[src/rtl/snake_pkg.sv]
// rtl/snake_pkg.sv - shared game state type, default tick constants and step period helper
package snake_pkg;

    typedef enum logic [1:0] {
        ST_IDLE  = 2'd0,
        ST_PLAY  = 2'd1,
        ST_PAUSE = 2'd2,
        ST_OVER  = 2'd3
    } game_state_t;

    localparam int unsigned DEF_TICK_BASE        = 8000000;
    localparam int unsigned DEF_TICK_DEC         = 500000;
    localparam int unsigned DEF_TICK_MIN         = 1000000;
    localparam int unsigned DEF_APPLES_PER_LEVEL = 4;
    localparam logic [3:0]  LEVEL_MAX            = 4'd15;

    // Clamp is decided before subtracting so the period can never wrap below zero.
    function automatic logic [31:0] step_period(
        input logic [3:0]  lvl,
        input logic [31:0] base,
        input logic [31:0] dec,
        input logic [31:0] min_period
    );
        logic [31:0] sub;
        sub = 32'(lvl) * dec;
        if (sub >= base)
            return min_period;
        else if ((base - sub) < min_period)
            return min_period;
        else
            return base - sub;
    endfunction

endpackage

[src/rtl/step_timer.sv]
// rtl/step_timer.sv - step period down-counter with reload and one-cycle step pulse
module step_timer (
    input  logic        clk,
    input  logic        rst_n,
    input  logic        run,
    input  logic        load,
    input  logic [31:0] period,
    output logic        step
);

    logic [31:0] count;

    assign step = run && (count == 32'd0);

    // The count is only touched while running, so a paused game resumes from where it stopped.
    always_ff @(posedge clk or negedge rst_n) begin
        if (!rst_n) begin
            count <= 32'd0;
        end else if (load) begin
            count <= period - 32'd1;
        end else if (run) begin
            if (count == 32'd0)
                count <= period - 32'd1;
            else
                count <= count - 32'd1;
        end
    end

endmodule

[src/rtl/game_sequencer.sv]
// rtl/game_sequencer.sv - snake game state machine, level tracking and step pacing (GAME_SPEEDUP_EN)
module game_sequencer
    import snake_pkg::*;
#(
    parameter int unsigned TICK_BASE        = DEF_TICK_BASE,
    parameter int unsigned TICK_DEC         = DEF_TICK_DEC,
    parameter int unsigned TICK_MIN         = DEF_TICK_MIN,
    parameter int unsigned APPLES_PER_LEVEL = DEF_APPLES_PER_LEVEL
) (
    input  logic        clk,
    input  logic        rst_n,
    input  logic        start,
    input  logic        pause,
    input  logic        collision,
    input  logic        apple_eaten,
    output logic        step,
    output logic        clear,
    output game_state_t state,
    output logic [3:0]  level,
    output logic        game_over
);

    localparam logic [31:0] BASE = TICK_BASE;

    logic        start_game;
    logic        run;
    logic        timer_step;
    logic [31:0] timer_period;

    assign start_game = start && ((state == ST_IDLE) || (state == ST_OVER));
    // A collision pre-empts the step of the cycle it arrives in.
    assign run        = (state == ST_PLAY) && !collision;
    assign step       = timer_step && !clear;

    always_ff @(posedge clk or negedge rst_n) begin
        if (!rst_n) begin
            state     <= ST_IDLE;
            clear     <= 1'b0;
            game_over <= 1'b0;
        end else begin
            clear <= 1'b0;
            case (state)
                ST_IDLE: begin
                    if (start) begin
                        state <= ST_PLAY;
                        clear <= 1'b1;
                    end
                end
                ST_PLAY: begin
                    if (collision) begin
                        state     <= ST_OVER;
                        game_over <= 1'b1;
                    end else if (pause) begin
                        state <= ST_PAUSE;
                    end
                end
                ST_PAUSE: begin
                    if (pause)
                        state <= ST_PLAY;
                end
                ST_OVER: begin
                    if (start) begin
                        state     <= ST_PLAY;
                        clear     <= 1'b1;
                        game_over <= 1'b0;
                    end
                end
                default: begin
                    state     <= ST_IDLE;
                    game_over <= 1'b0;
                end
            endcase
        end
    end

`ifdef GAME_SPEEDUP_EN
    localparam int AW = $clog2(APPLES_PER_LEVEL + 1);
    localparam logic [31:0] DEC = TICK_DEC;
    localparam logic [31:0] MIN = TICK_MIN;

    logic [AW-1:0] apple_cnt;

    // A restart loads the level-0 period because the level is being zeroed on the same edge.
    assign timer_period = start_game ? step_period(4'd0, BASE, DEC, MIN)
                                     : step_period(level, BASE, DEC, MIN);

    always_ff @(posedge clk or negedge rst_n) begin
        if (!rst_n) begin
            level     <= 4'd0;
            apple_cnt <= '0;
        end else if (start_game) begin
            level     <= 4'd0;
            apple_cnt <= '0;
        end else if ((state == ST_PLAY) && apple_eaten) begin
            if (apple_cnt == AW'(APPLES_PER_LEVEL - 1)) begin
                apple_cnt <= '0;
                if (level != LEVEL_MAX)
                    level <= level + 4'd1;
            end else begin
                apple_cnt <= apple_cnt + AW'(1);
            end
        end
    end
`else
    logic unused_cfg;

    assign level        = 4'd0;
    assign timer_period = BASE;
    assign unused_cfg   = ^{apple_eaten, TICK_DEC, TICK_MIN, APPLES_PER_LEVEL};
`endif

    step_timer u_step_timer (
        .clk    (clk),
        .rst_n  (rst_n),
        .run    (run),
        .load   (start_game),
        .period (timer_period),
        .step   (timer_step)
    );

endmodule

[config.mk]
export PLATFORM = sky130hd
export DESIGN_NAME = game_sequencer
export DESIGN_NICKNAME = d
export VERILOG_FILES = /design/src/rtl/snake_pkg.sv /design/src/rtl/step_timer.sv /design/src/rtl/game_sequencer.sv
export SDC_FILE = /design/constraint.sdc
export NUM_CORES = 1
export LEC_CHECK = 0
export CAP_MARGIN = 25
export CORE_ASPECT_RATIO = 1.1
export CORE_MARGIN = 2
export CORE_UTILIZATION = 59
export CTS_CLUSTER_DIAMETER = 120
export CTS_CLUSTER_SIZE = 30
export DETAILED_ROUTE_END_ITERATION = 10
export GPL_TIMING_DRIVEN = 0
export PLACE_DENSITY = 0.8
export SLEW_MARGIN = 20
export SYNTH_ARGS = -nofsm -noshare
export SYNTH_HDL_FRONTEND = slang
export SYNTH_SLANG_ARGS = --single-unit
[constraint.sdc]
create_clock -name clk -period 6.7 [get_ports clk]
set_input_delay 1.34 -clock clk [delete_from_list [all_inputs] [get_ports clk]]
set_output_delay 1.34 -clock clk [all_outputs]
set_load 0.01 [all_outputs]
**Word-level counts from Yosys, hierarchy flattened**

Index checks and enable logic that the tools add are counted.

- Eq/ne operators: 8
- Add/sub/neg operators: 1
- Mux-type cells: 13
- Reductions and logical operators: 14

Operators by type and width:

| kind | count |
|---|---|
| $mux W32 | 3 |
| $logic_not A32 Y1 | 1 |
| $sub A32 B1 Y32 const B | 1 |
| $mux W2 | 4 |
| $ne A2 B2 Y1 const B | 3 |
| $pmux W2 S3 | 1 |
| $reduce_and A3 Y1 | 2 |
| $eq A2 B2 Y1 const B | 2 |
| $logic_and A1 B1 Y1 | 4 |
| $mux W1 | 4 |
| $reduce_bool A2 Y1 | 2 |
| $ne A3 B3 Y1 const B | 1 |
| $eq A2 B1 Y1 const B | 1 |
| $logic_not A1 Y1 | 2 |
| $logic_not A2 Y1 | 1 |
| $ne A2 B1 Y1 const B | 1 |
| $pmux W1 S2 | 1 |
| $reduce_or A2 Y1 | 1 |
| $logic_or A1 B1 Y1 | 1 |

- Logic and storage cells: 40
- Bits in registers: 36

**Logic depth before layout (Yosys ltp)**

Gate-level depths: netlist (run 1).

- Word-level depth: 4
- Depth in mapped cells: 9

**Hierarchy**

Synthesis (run 1) repeated with hierarchy kept, for this count alone.

- Cells, all modules: 362
- Area total of the unflattened synthesis: 3078.0 um^2

By module, submodules not included:

| module | cells each | seq. area each (um^2) | instances | area an instance (um^2) |
|---|---|---|---|---|
| step_timer | 332 | 800.8 | 1 | 2763.9 |
| game_sequencer | 30 | 100.1 | 1 | 314.1 |

**Worst setup path before layout (run 1)**

Ideal clock, no wire load.

- Path kind: input to output
- Start point: input collision
- End point: output step
- Required time: 5.360 ns
- Setup slack: 3.378 ns
- Buffers on the path: 1
- Stages on the path: 3
- Arrival: 1.982 ns
- Cell sequence: nand2b_1 -> clkbuf_1 -> nor3_1

- Longest elaborated chain between the ends: 4

RTL lines:

| what | line | source |
|---|---|---|
| from (decl) | game_sequencer.sv:14 | `input logic collision,` |
| $logic_not A1 Y1 | game_sequencer.sv:32 | `assign run = (state == ST_PLAY) && !collision;` |
| $logic_and A1 B1 Y1 | game_sequencer.sv:32 |  |
| $logic_and A1 B1 Y1 | step_timer.sv:13 | `assign step = run && (count == 32'd0);` |
| $logic_and A1 B1 Y1 | game_sequencer.sv:33 | `assign step = timer_step && !clear;` |
| to (decl) | game_sequencer.sv:16 | `output logic step,` |

Every way passes these cells.

**Final worst setup path (run 1)**

Same ends and word-level chain as after synthesis.

==> results of run 1 <==
[final timing paths]
path                                                to  slack [ns]  cells past startpoint
worst max-delay path                              step        2.36                      5
worst min-delay path            u_step_timer.count[26]        0.50                      1
worst max register to register   u_step_timer.count[7]        4.19                      8
worst min register to register  u_step_timer.count[26]        0.50                      1
max in group asynchronous        u_step_timer.count[5]        5.36                      2
min in group asynchronous       u_step_timer.count[26]        0.89                      1
[per-layer routing]
| metal | vias up | part of all wire (%) | GRT usage, % | wire, um |
|---|---|---|---|---|
| met3 | 8 | 4.8 | 6.10 | 197 |
| met2 | 44 | 48 | 37.6 | 1970 |
| met1 | 768 | 45 | 31.4 | 1820 |
| met4 | 0 | 2.0 | 11.4 | 81 |
| met5 | - | 0 | 0 | 0 |
| li1 | 810 | - | - | - |
[synthesized netlist by cell type (all sizes together) (2+ instances only)]
cell    count  area, um^2
a21o        2        15.0
a21oi       2        10.0
a31oi       5        31.3
buf         7        53.8
clkbuf      2        7.51
dfrtp      36         901
ha          4        50.1
inv         6        22.5
mux2i       3        30.0
nand2      26        97.6
nand2b      5        31.3
nand3b      2        15.0
nand4       5        31.3
nand4b      2        32.5
nor2       24        90.1
nor2b       2        12.5
nor3       18        95.1
nor4       11        68.8
o21ai       6        33.8
or3         7        43.8
or4         6        48.8
or4b        2        20.0
xnor2      16         140
xor2        7        61.3
[final cells by class]
type,count,area share [%]
repair buffers,10,4.91
plain buffers,9,2.67
clock buffers,7,2.84
flip-flops and latches,36,39.3
inverters,6,0.983
well taps,48,2.62
multi-input cells,171,46.7
[sequential cells by signal, summed over array words and instances, names as in the netlist]
| register | count |
|---|---|
| game_over | 1 |
| state | 2 |
| u_step_timer.count | 32 |
| clear | 1 |
[cells by family after synthesis]
group / after synthesis / share of synthesized area [%]
XOR/XNOR: 23 / 9.86
buffers and inverters: 15 / 4.10
AO/OA/AOI/OAI: 23 / 7.96
other: 1 / 0.184
multiplexers: 3 / 1.47
flip-flops: 36 / 44.1
adder cells (fa/ha/maj): 4 / 2.45
AND/OR/NAND/NOR: 114 / 29.9
[critical path, cell delays in order]
cell and delay (ns):
clkdlybuf4s50_1 0.47, nand2b_1 0.16, clkbuf_1 0.24, nor3_1 0.23, clkdlybuf4s50_1 0.56
[power groups by stage]
stage / sequential [mW] / combinational [mW] / clock, mW
floorplan: 0.261 / 0.116 / 0
global placement: 0.259 / 0.180 / 0
detailed placement: 0.259 / 0.184 / 0
CTS: 0.255 / 0.184 / 0.134
global route: 0.258 / 0.207 / 0.145
finish: 0.255 / 0.183 / 0.131
[per-stage QoR]
| stage | hold WS, ns | instance area, um^2 | setup slack [ns] | power, mW | cells |
|---|---|---|---|---|---|
| after floorplan | 0.443 | 2050 | 3.38 | 0.376 | 222 |
| after global placement | 0.465 | 2200 | 2.39 | 0.438 | 279 |
| after detailed placement | 0.483 | 2230 | 2.36 | 0.443 | 280 |
| after CTS | 0.499 | 2290 | 2.36 | 0.573 | 287 |
| after global routing | 0.520 | 2290 | 2.26 | 0.609 | 287 |
| final | 0.498 | 2290 | 2.36 | 0.569 | 287 |
==> results by group, run 1 <==
Status
  • Outcome: complete, no violations

Die
  • Chip width: 60.1 um
  • Std-Cell Rows: 22
  • Floorplan core area: 3330 um^2
  • Ports: 15
  • Die Y: 65.7 um
  • Initial Util: 61.3%
  • Area of the die: 3950 um^2

Synth
  • Top FF cell, synth: dfrtp_1
  • Post-synthesis cell area: approximately 2000 um^2
  • Post-synthesis sequential area ratio: 44.1%
  • Netlist cell types: 45
  • Post-synth EDFFs: 0
  • FF+latch count, synth: 36
  • Syn_area_per_cell: just over 9 um^2
  • Synth async-reset ratio: between 90% and 100%
  • Yosys Warn Count: 0
  • Synth Instances: 219

Clocking
  • Clk_lat worst skew: about 0.35 ns
  • CTS resizes: 0
  • H-tree Lvls: 2
  • Root buf cell: clkbuf_4
  • TritonCTS clock tree: built
  • Clk buf depth: 2
  • Clk pin slew, worst setup/hold paths: 0.12 ns
  • Sinks on Clock Net: 36
  • Number of CTS-inserted buffers: 5
  • Setup Buffers After CTS: 0
  • # hold bufs at CTS: 0

Setup path
  • Worst R2R Start: state[0]
  • Critical Path Start: collision
  • Critical path class: input port to primary output
  • Arrival time at the worst endpoint: ~3.0 ns
  • Required @ worst endpoint: 5.36 ns
  • Crit. End Element: primary output
  • Nature of the critical path startpoint: input port
  • Crit-path max FO: 10

Route
  • WL/cell: 14.2 um
  • Vias per cell: 5.68
  • Post-route DRC: 0
  • Number of DRC markers after the initial detailed-route iteration: 77
  • Final wirelength: 4.07 mm
  • First-pass DRT Iterations: 4
  • Post-route ant nets: 0
  • Via count: 1630

Cells and area
  • Most frequent cells in the layout: 36 x dfrtp_1, 26 x nand2_1, 24 x nor2_1, 17 x nor3_1, 16 x xnor2_1
  • Antenna diodes: 0
  • Footprint of the multi-input gates: 1070 um^2
  • Reg area: 901 um^2
  • Final net count: 249
  • Core Util, Final: 68.8%
  • Layout cells sized above 1: about 9.6%
  • Fillers: around 270
  • Syn-to-layout area delta: 12.2%
  • Most common cell after layout, fill and taps aside: dfrtp_1

Run
  • MaxCap Viol Count: 0

STA
  • Setup TNS: 0 ns
  • Endpoints failing setup: 0
  • Final Cycle Share: 64.8%
  • Final Critical Period: 4.34 ns
  • Final slew viol count: 0
  • Worst-margin pin slew: 0.861 ns
  • F_max: 0.230 GHz
  • Final Hold Fails: 0
  • Setup repair after global routing missed its margin: false
  • Worst rel slew slack: 42.1%
  • Layout Skew: 0.0156 ns

Power and ir drop
  • Net Sw Power: 201 uW
  • Sequential share of power: ~45%
  • Switch share: 35.3%
  • Logic pwr share: 32.1%
  • Clock Power Share: 23.1%
  • Pwr dens: 248 nW/um^2
  • Maximum vdd drop: about 0.12 mV
  • Leakage: around 0.90 nW
  • Internal Dissipation: 368 uW

GRT
  • Total congestion overflow: 0
  • First-pass GRT wire length: ~7.1 mm
  • Tot GR Track Use: 24.3%
  • Number of global-route vias before repair: between 1500 and 2000
  • Initial antenna violation count: 0
  • Pin count of the biggest net entering global routing: 23

Place
  • GPL Wtd Cong: 0.824
  • Hpwl dp: 2.96 mm
  • Buffers on Ports: 9

Min path
  • Min-Delay Path Class: flip-flop to flip-flop
  • HP Start: u_step_timer.count[26]
Note: power is estimated with default switching activity, not from simulation.
==> inputs of run 2 (changes only) <==
- CORE_UTILIZATION: 59 -> 58
- PLACE_DENSITY: 0.8 -> 0.79
- clock period: 6.7 -> 4.5 ns (I/O delays scaled with it)
==> results by group, run 2 (synthesis gave the netlist of run 1 again) <==
Status
  • Outcome: complete, no violations

GRT
  • Tot GR Track Use: 24.1%
  • Total congestion overflow: 0
  • Number of global-route vias before repair: approximately 1600
  • First-pass GRT wire length: 7.16 mm
  • Pin count of the biggest net entering global routing: 25
  • Initial antenna violation count: 0

Route
  • Number of DRC markers after the initial detailed-route iteration: 100
  • Post-route ant nets: 0
  • Post-route DRC: 0
  • Highest routed layer: met4
  • Vias per cell: 5.81
  • WL met2: 1.92 mm
  • Via count: 1672
  • Met1 Routed Length: 1.79 mm
  • Final wirelength: 4.00 mm
  • Met3 wire length: 216 um
  • First-pass DRT Iterations: 4
  • WL/cell: 13.9 um

Place
  • Buffers on Ports: 9
  • Setup slack at placement: 1.06 ns
  • GPL Wtd Cong: 0.799
  • Post-place instance area: 2230 um^2
  • Hpwl dp: 2.97 mm

Die
  • Chip width: around 61 um
  • Area of the die: 4010 um^2
  • Ports: 15
  • Std-Cell Rows: 22
  • Initial Util: 60.8%
  • Die Y: 66.3 um
  • Floorplan core area: around 3400 um^2

Clocking
  • Sinks on Clock Net: 36
  • # hold bufs at CTS: 0
  • Number of CTS-inserted buffers: 5
  • CTS resizes: 0
  • Clk_lat worst skew: ~0.35 ns
  • H-tree Lvls: 2
  • Clk buf depth: 2
  • Root buf cell: clkbuf_4
  • Setup Buffers After CTS: 0
  • TritonCTS clock tree: built
  • Clk pin slew, worst setup/hold paths: 0.11 ns

Power and ir drop
  • Total power draw: between 800 and 900 uW
  • Leakage: 0.900 nW
  • Maximum vdd drop: 0.188 mV
  • Pwr dens: roughly 360 nW/um^2

Cells and area
  • Most common cell after layout, fill and taps aside: dfrtp_1
  • Syn-to-layout area delta: 11.9%
  • Footprint of the multi-input gates: 1070 um^2
  • Layout cells sized above 1: 9.17%
  • Largest Register: u_step_timer.count
  • Fillers: 299
  • Fin area: 2290 um^2
  • Most frequent cells in the layout: 36 x dfrtp_1, 26 x nand2_1, 24 x nor2_1, 17 x nor3_1, 16 x xnor2_1
  • Reg area: 901 um^2
  • Max reg flops: 32
  • Antenna diodes: 0
  • Final net count: 249
  • Biggest regs: u_step_timer.count: 32 flops, state: 2 flops

STA
  • Final Hold Fails: 0
  • Worst-margin pin slew: 0.824 ns
  • Final Cycle Share: 84.5%
  • Hold WS: about 0.43 ns
  • Setup repair after global routing missed its margin: false
  • Worst rel slew slack: 44.6%
  • Final Critical Period: between 3 and 4 ns
  • Setup TNS: 0 ns
  • Layout Skew: 0.0109 ns
  • Setup slack after layout: just under 0.7 ns
  • Endpoints failing setup: 0
  • Final slew viol count: 0
  • F_max: 0.263 GHz

Setup path
  • Crit-path max FO: 5
  • Crit path cell chain: or3_1 > nor4_1 > nand4_1 > nor3_1 > clkdlybuf4s50_1
  • Worst Path Buf+Inv: 1
  • Crit. End Element: primary output
  • Largest stage delay, worst path: 0.70 ns
  • CP top delay family: simple AND/OR/NAND/NOR gates
  • Required @ worst endpoint: approximately 3.6 ns
  • Arrival time at the worst endpoint: 2.90 ns
  • Critical path class: flip-flop to primary output
  • Slowest cell on the critical path: nor4_1
  • Nature of the critical path startpoint: flip-flop

Run
  • MaxCap Viol Count: 0

Min path
  • Min-Delay Path Class: input port to async pin
-- run 2: layout make-up --
cell class,instances,area share [%]
buffer,9,2.68
clock buffer,8,2.57
inverter,6,0.985
multi-input combinational,171,46.8
sequential,36,39.4
tap,48,2.63
timing repair buffer,10,4.93
-- run 2: where the power goes --
part	switching [mW]	internal [mW]	total (mW)
registers	0.0298	0.351	0.381
clock network	0.106	0.0771	0.183
logic	0.161	0.108	0.270
total	0.297	0.536	0.833
-- run 2: metal layers --
| layer | vias up | global-route usage (%) |
|---|---|---|
| met4 | 0 | 10.3 |
| met2 | 50 | 37.5 |
| met1 | 803 | 31.3 |
| met5 | - | 0 |
| met3 | 8 | 6.07 |
| li1 | 811 | - |
-- run 2: metrics by stage --
| stage | util, % | cells |
|---|---|---|
| floorplan | - | 222 |
| global placement | 65.6 | 279 |
| detailed placement | 66.3 | 280 |
| CTS | 68.1 | 288 |
| global route | 68.1 | 288 |
| finish | 68.1 | 288 |
-- run 2: worst paths after layout --
kind | start | to | slack [ns] | cells past startpoint
max | u_step_timer.count[6] | step | 0.70 | 5
min | rst_n | u_step_timer.count[14] | 0.43 | 1
max reg2reg | state[0] | u_step_timer.count[7] | 2.02 | 8
min reg2reg | u_step_timer.count[26] | u_step_timer.count[26] | 0.47 | 1
max in group asynchronous | rst_n | u_step_timer.count[29] | 3.64 | 2
min in group clk | u_step_timer.count[26] | u_step_timer.count[26] | 0.47 | 1
==> inputs of run 3 (changes only) <==
- clock period: 4.5 -> 3.9 ns (I/O delays scaled with it)
==> results by group, run 3 (synthesis gave the netlist of run 1 again) <==
Route
  • Post-route DRC: 0
  • WL/cell: 13.9 um
  • Number of DRC markers after the initial detailed-route iteration: 99
  • Final wirelength: 4.01 mm
  • Post-route ant nets: 0
  • Vias per cell: 5.75
  • First-pass DRT Iterations: 4
  • Via count: 1657

Setup path
  • CP top delay family: simple AND/OR/NAND/NOR gates
  • Worst Path Buf+Inv: 2
  • Largest stage delay, worst path: 0.56 ns
  • Nature of the critical path startpoint: flip-flop
  • Critical path class: flip-flop to primary output
  • Crit. End Element: primary output
  • Slowest cell on the critical path: clkdlybuf4s50_1
  • Arrival time at the worst endpoint: 2.68 ns
  • Crit path cell chain: or4_1 > buf_2 > nor3_2 > nand4_1 > nor3_1 > clkdlybuf4s50_1
  • Crit-path max FO: 6
  • Required @ worst endpoint: 3.12 ns

GRT
  • Tot GR Track Use: 24.1%
  • Pin count of the biggest net entering global routing: 25
  • Number of global-route vias before repair: around 1600
  • Total congestion overflow: 0
  • First-pass GRT wire length: 7.16 mm
  • Initial antenna violation count: 0

Clocking
  • Clk_lat worst skew: 0.34 ns
  • Setup Buffers After CTS: 0
  • Root buf cell: clkbuf_4
  • H-tree Lvls: 2
  • Clk pin slew, worst setup/hold paths: around 0.1 ns
  • Number of CTS-inserted buffers: 5
  • # hold bufs at CTS: 0
  • Sinks on Clock Net: 36
  • CTS resizes: 0
  • Clk buf depth: 2
  • TritonCTS clock tree: built

STA
  • Worst rel slew slack: 61.9%
  • Final Hold Fails: 0
  • Final Critical Period: 3.46 ns
  • F_max: 0.289 GHz
  • Worst-margin pin slew: 0.567 ns
  • Layout Skew: 0.00640 ns
  • Setup TNS: 0 ns
  • Final slew viol count: 0
  • Final Cycle Share: 88.8%
  • Setup slack after layout: about 0.44 ns
  • Setup repair after global routing missed its margin: false
  • Endpoints failing setup: 0

Power and ir drop
  • Leakage: 0.900 nW
  • Pwr dens: ~420 nW/um^2
  • Maximum vdd drop: about 0.21 mV

Place
  • Setup slack at placement: 0.616 ns
  • Buffers on Ports: 9
  • Hpwl dp: 2.97 mm
  • GPL Wtd Cong: 0.799
  • Post-place instance area: 2230 um^2

Cells and area
  • Layout cells sized above 1: 9.58%
  • Largest Register: u_step_timer.count
  • Biggest regs: u_step_timer.count: 32 flops, state: 2 flops
  • Max reg flops: 32
  • Antenna diodes: 0
  • Reg area: 901 um^2
  • Final net count: 249
  • Fillers: 298
  • Syn-to-layout area delta: 12.2%
  • Footprint of the multi-input gates: 1080 um^2
  • Most common cell after layout, fill and taps aside: dfrtp_1
  • Fin area: between 2000 and 2500 um^2
  • Most frequent cells in the layout: 36 x dfrtp_1, 26 x nand2_1, 24 x nor2_1, 17 x nor3_1, 16 x xnor2_1

Status
  • Outcome: complete, no violations

Die
  • Ports: 15
  • Std-Cell Rows: 22
  • Floorplan core area: 3360 um^2
  • Chip width: 60.6 um
  • Die Y: 66.3 um
  • Area of the die: 4010 um^2
  • Initial Util: 60.8%

Run
  • MaxCap Viol Count: 0

Min path
  • Min-Delay Path Class: input port to async pin
==> run 3: changes by cell type in the layout (fill, tap and decap cells not counted) <==
| cell | change |
|---|---|
| nor4_1 | -1 |
| nor4_2 | +1 |
==> run 3: cell type report <==
| cell class | instances | share of cell area, % |
|---|---|---|
| plain buffers | 9 | 2.67 |
| multi-input cells | 171 | 46.9 |
| flip-flops and latches | 36 | 39.3 |
| well taps | 48 | 2.62 |
| clock buffers | 8 | 2.57 |
| inverters | 6 | 0.983 |
| repair buffers | 10 | 4.91 |
==> run 3: power breakdown <==
group | switching, mW | leakage (nW) | internal [mW]
Combinational | 0.187 | 0.450 | 0.125
Sequential | 0.0352 | 0.418 | 0.405
Clock | 0.120 | 0.0326 | 0.0889
==> run 3: through the flow <==
step / hold slack (ns) / utilization (%) / power, mW / instances
floorplan: 0.443 / - / 0.647 / 222
global placement: 0.459 / 65.6 / 0.748 / 279
detailed placement: 0.462 / 66.3 / 0.759 / 280
CTS: 0.314 / 68.1 / 0.970 / 288
global route: 0.325 / 68.3 / 1.03 / 288
finish: 0.320 / 68.3 / 0.961 / 288
==> run 3: worst paths after layout <==
kind / from / end / slack, ns / depth (start not counted)
worst max-delay path: u_step_timer.count[24] / step / 0.44 / 6
worst min-delay path: rst_n / u_step_timer.count[3] / 0.32 / 1
max in group asynchronous: rst_n / u_step_timer.count[29] / 3.16 / 2
worst min register to register: u_step_timer.count[26] / u_step_timer.count[26] / 0.47 / 1
min in group clk: u_step_timer.count[26] / u_step_timer.count[26] / 0.47 / 1
worst max register to register: state[0] / u_step_timer.count[7] / 1.42 / 8
==> run 3: routing by layer <==
layer | track usage [%] | routed length, um | vias to the layer above
li1 | - | - | 813
met1 | 31.3 | 1810 | 795
met2 | 37.5 | 1930 | 43
met3 | 6.07 | 200 | 6
met4 | 10.3 | 63 | 0
met5 | 0 | 0 | -
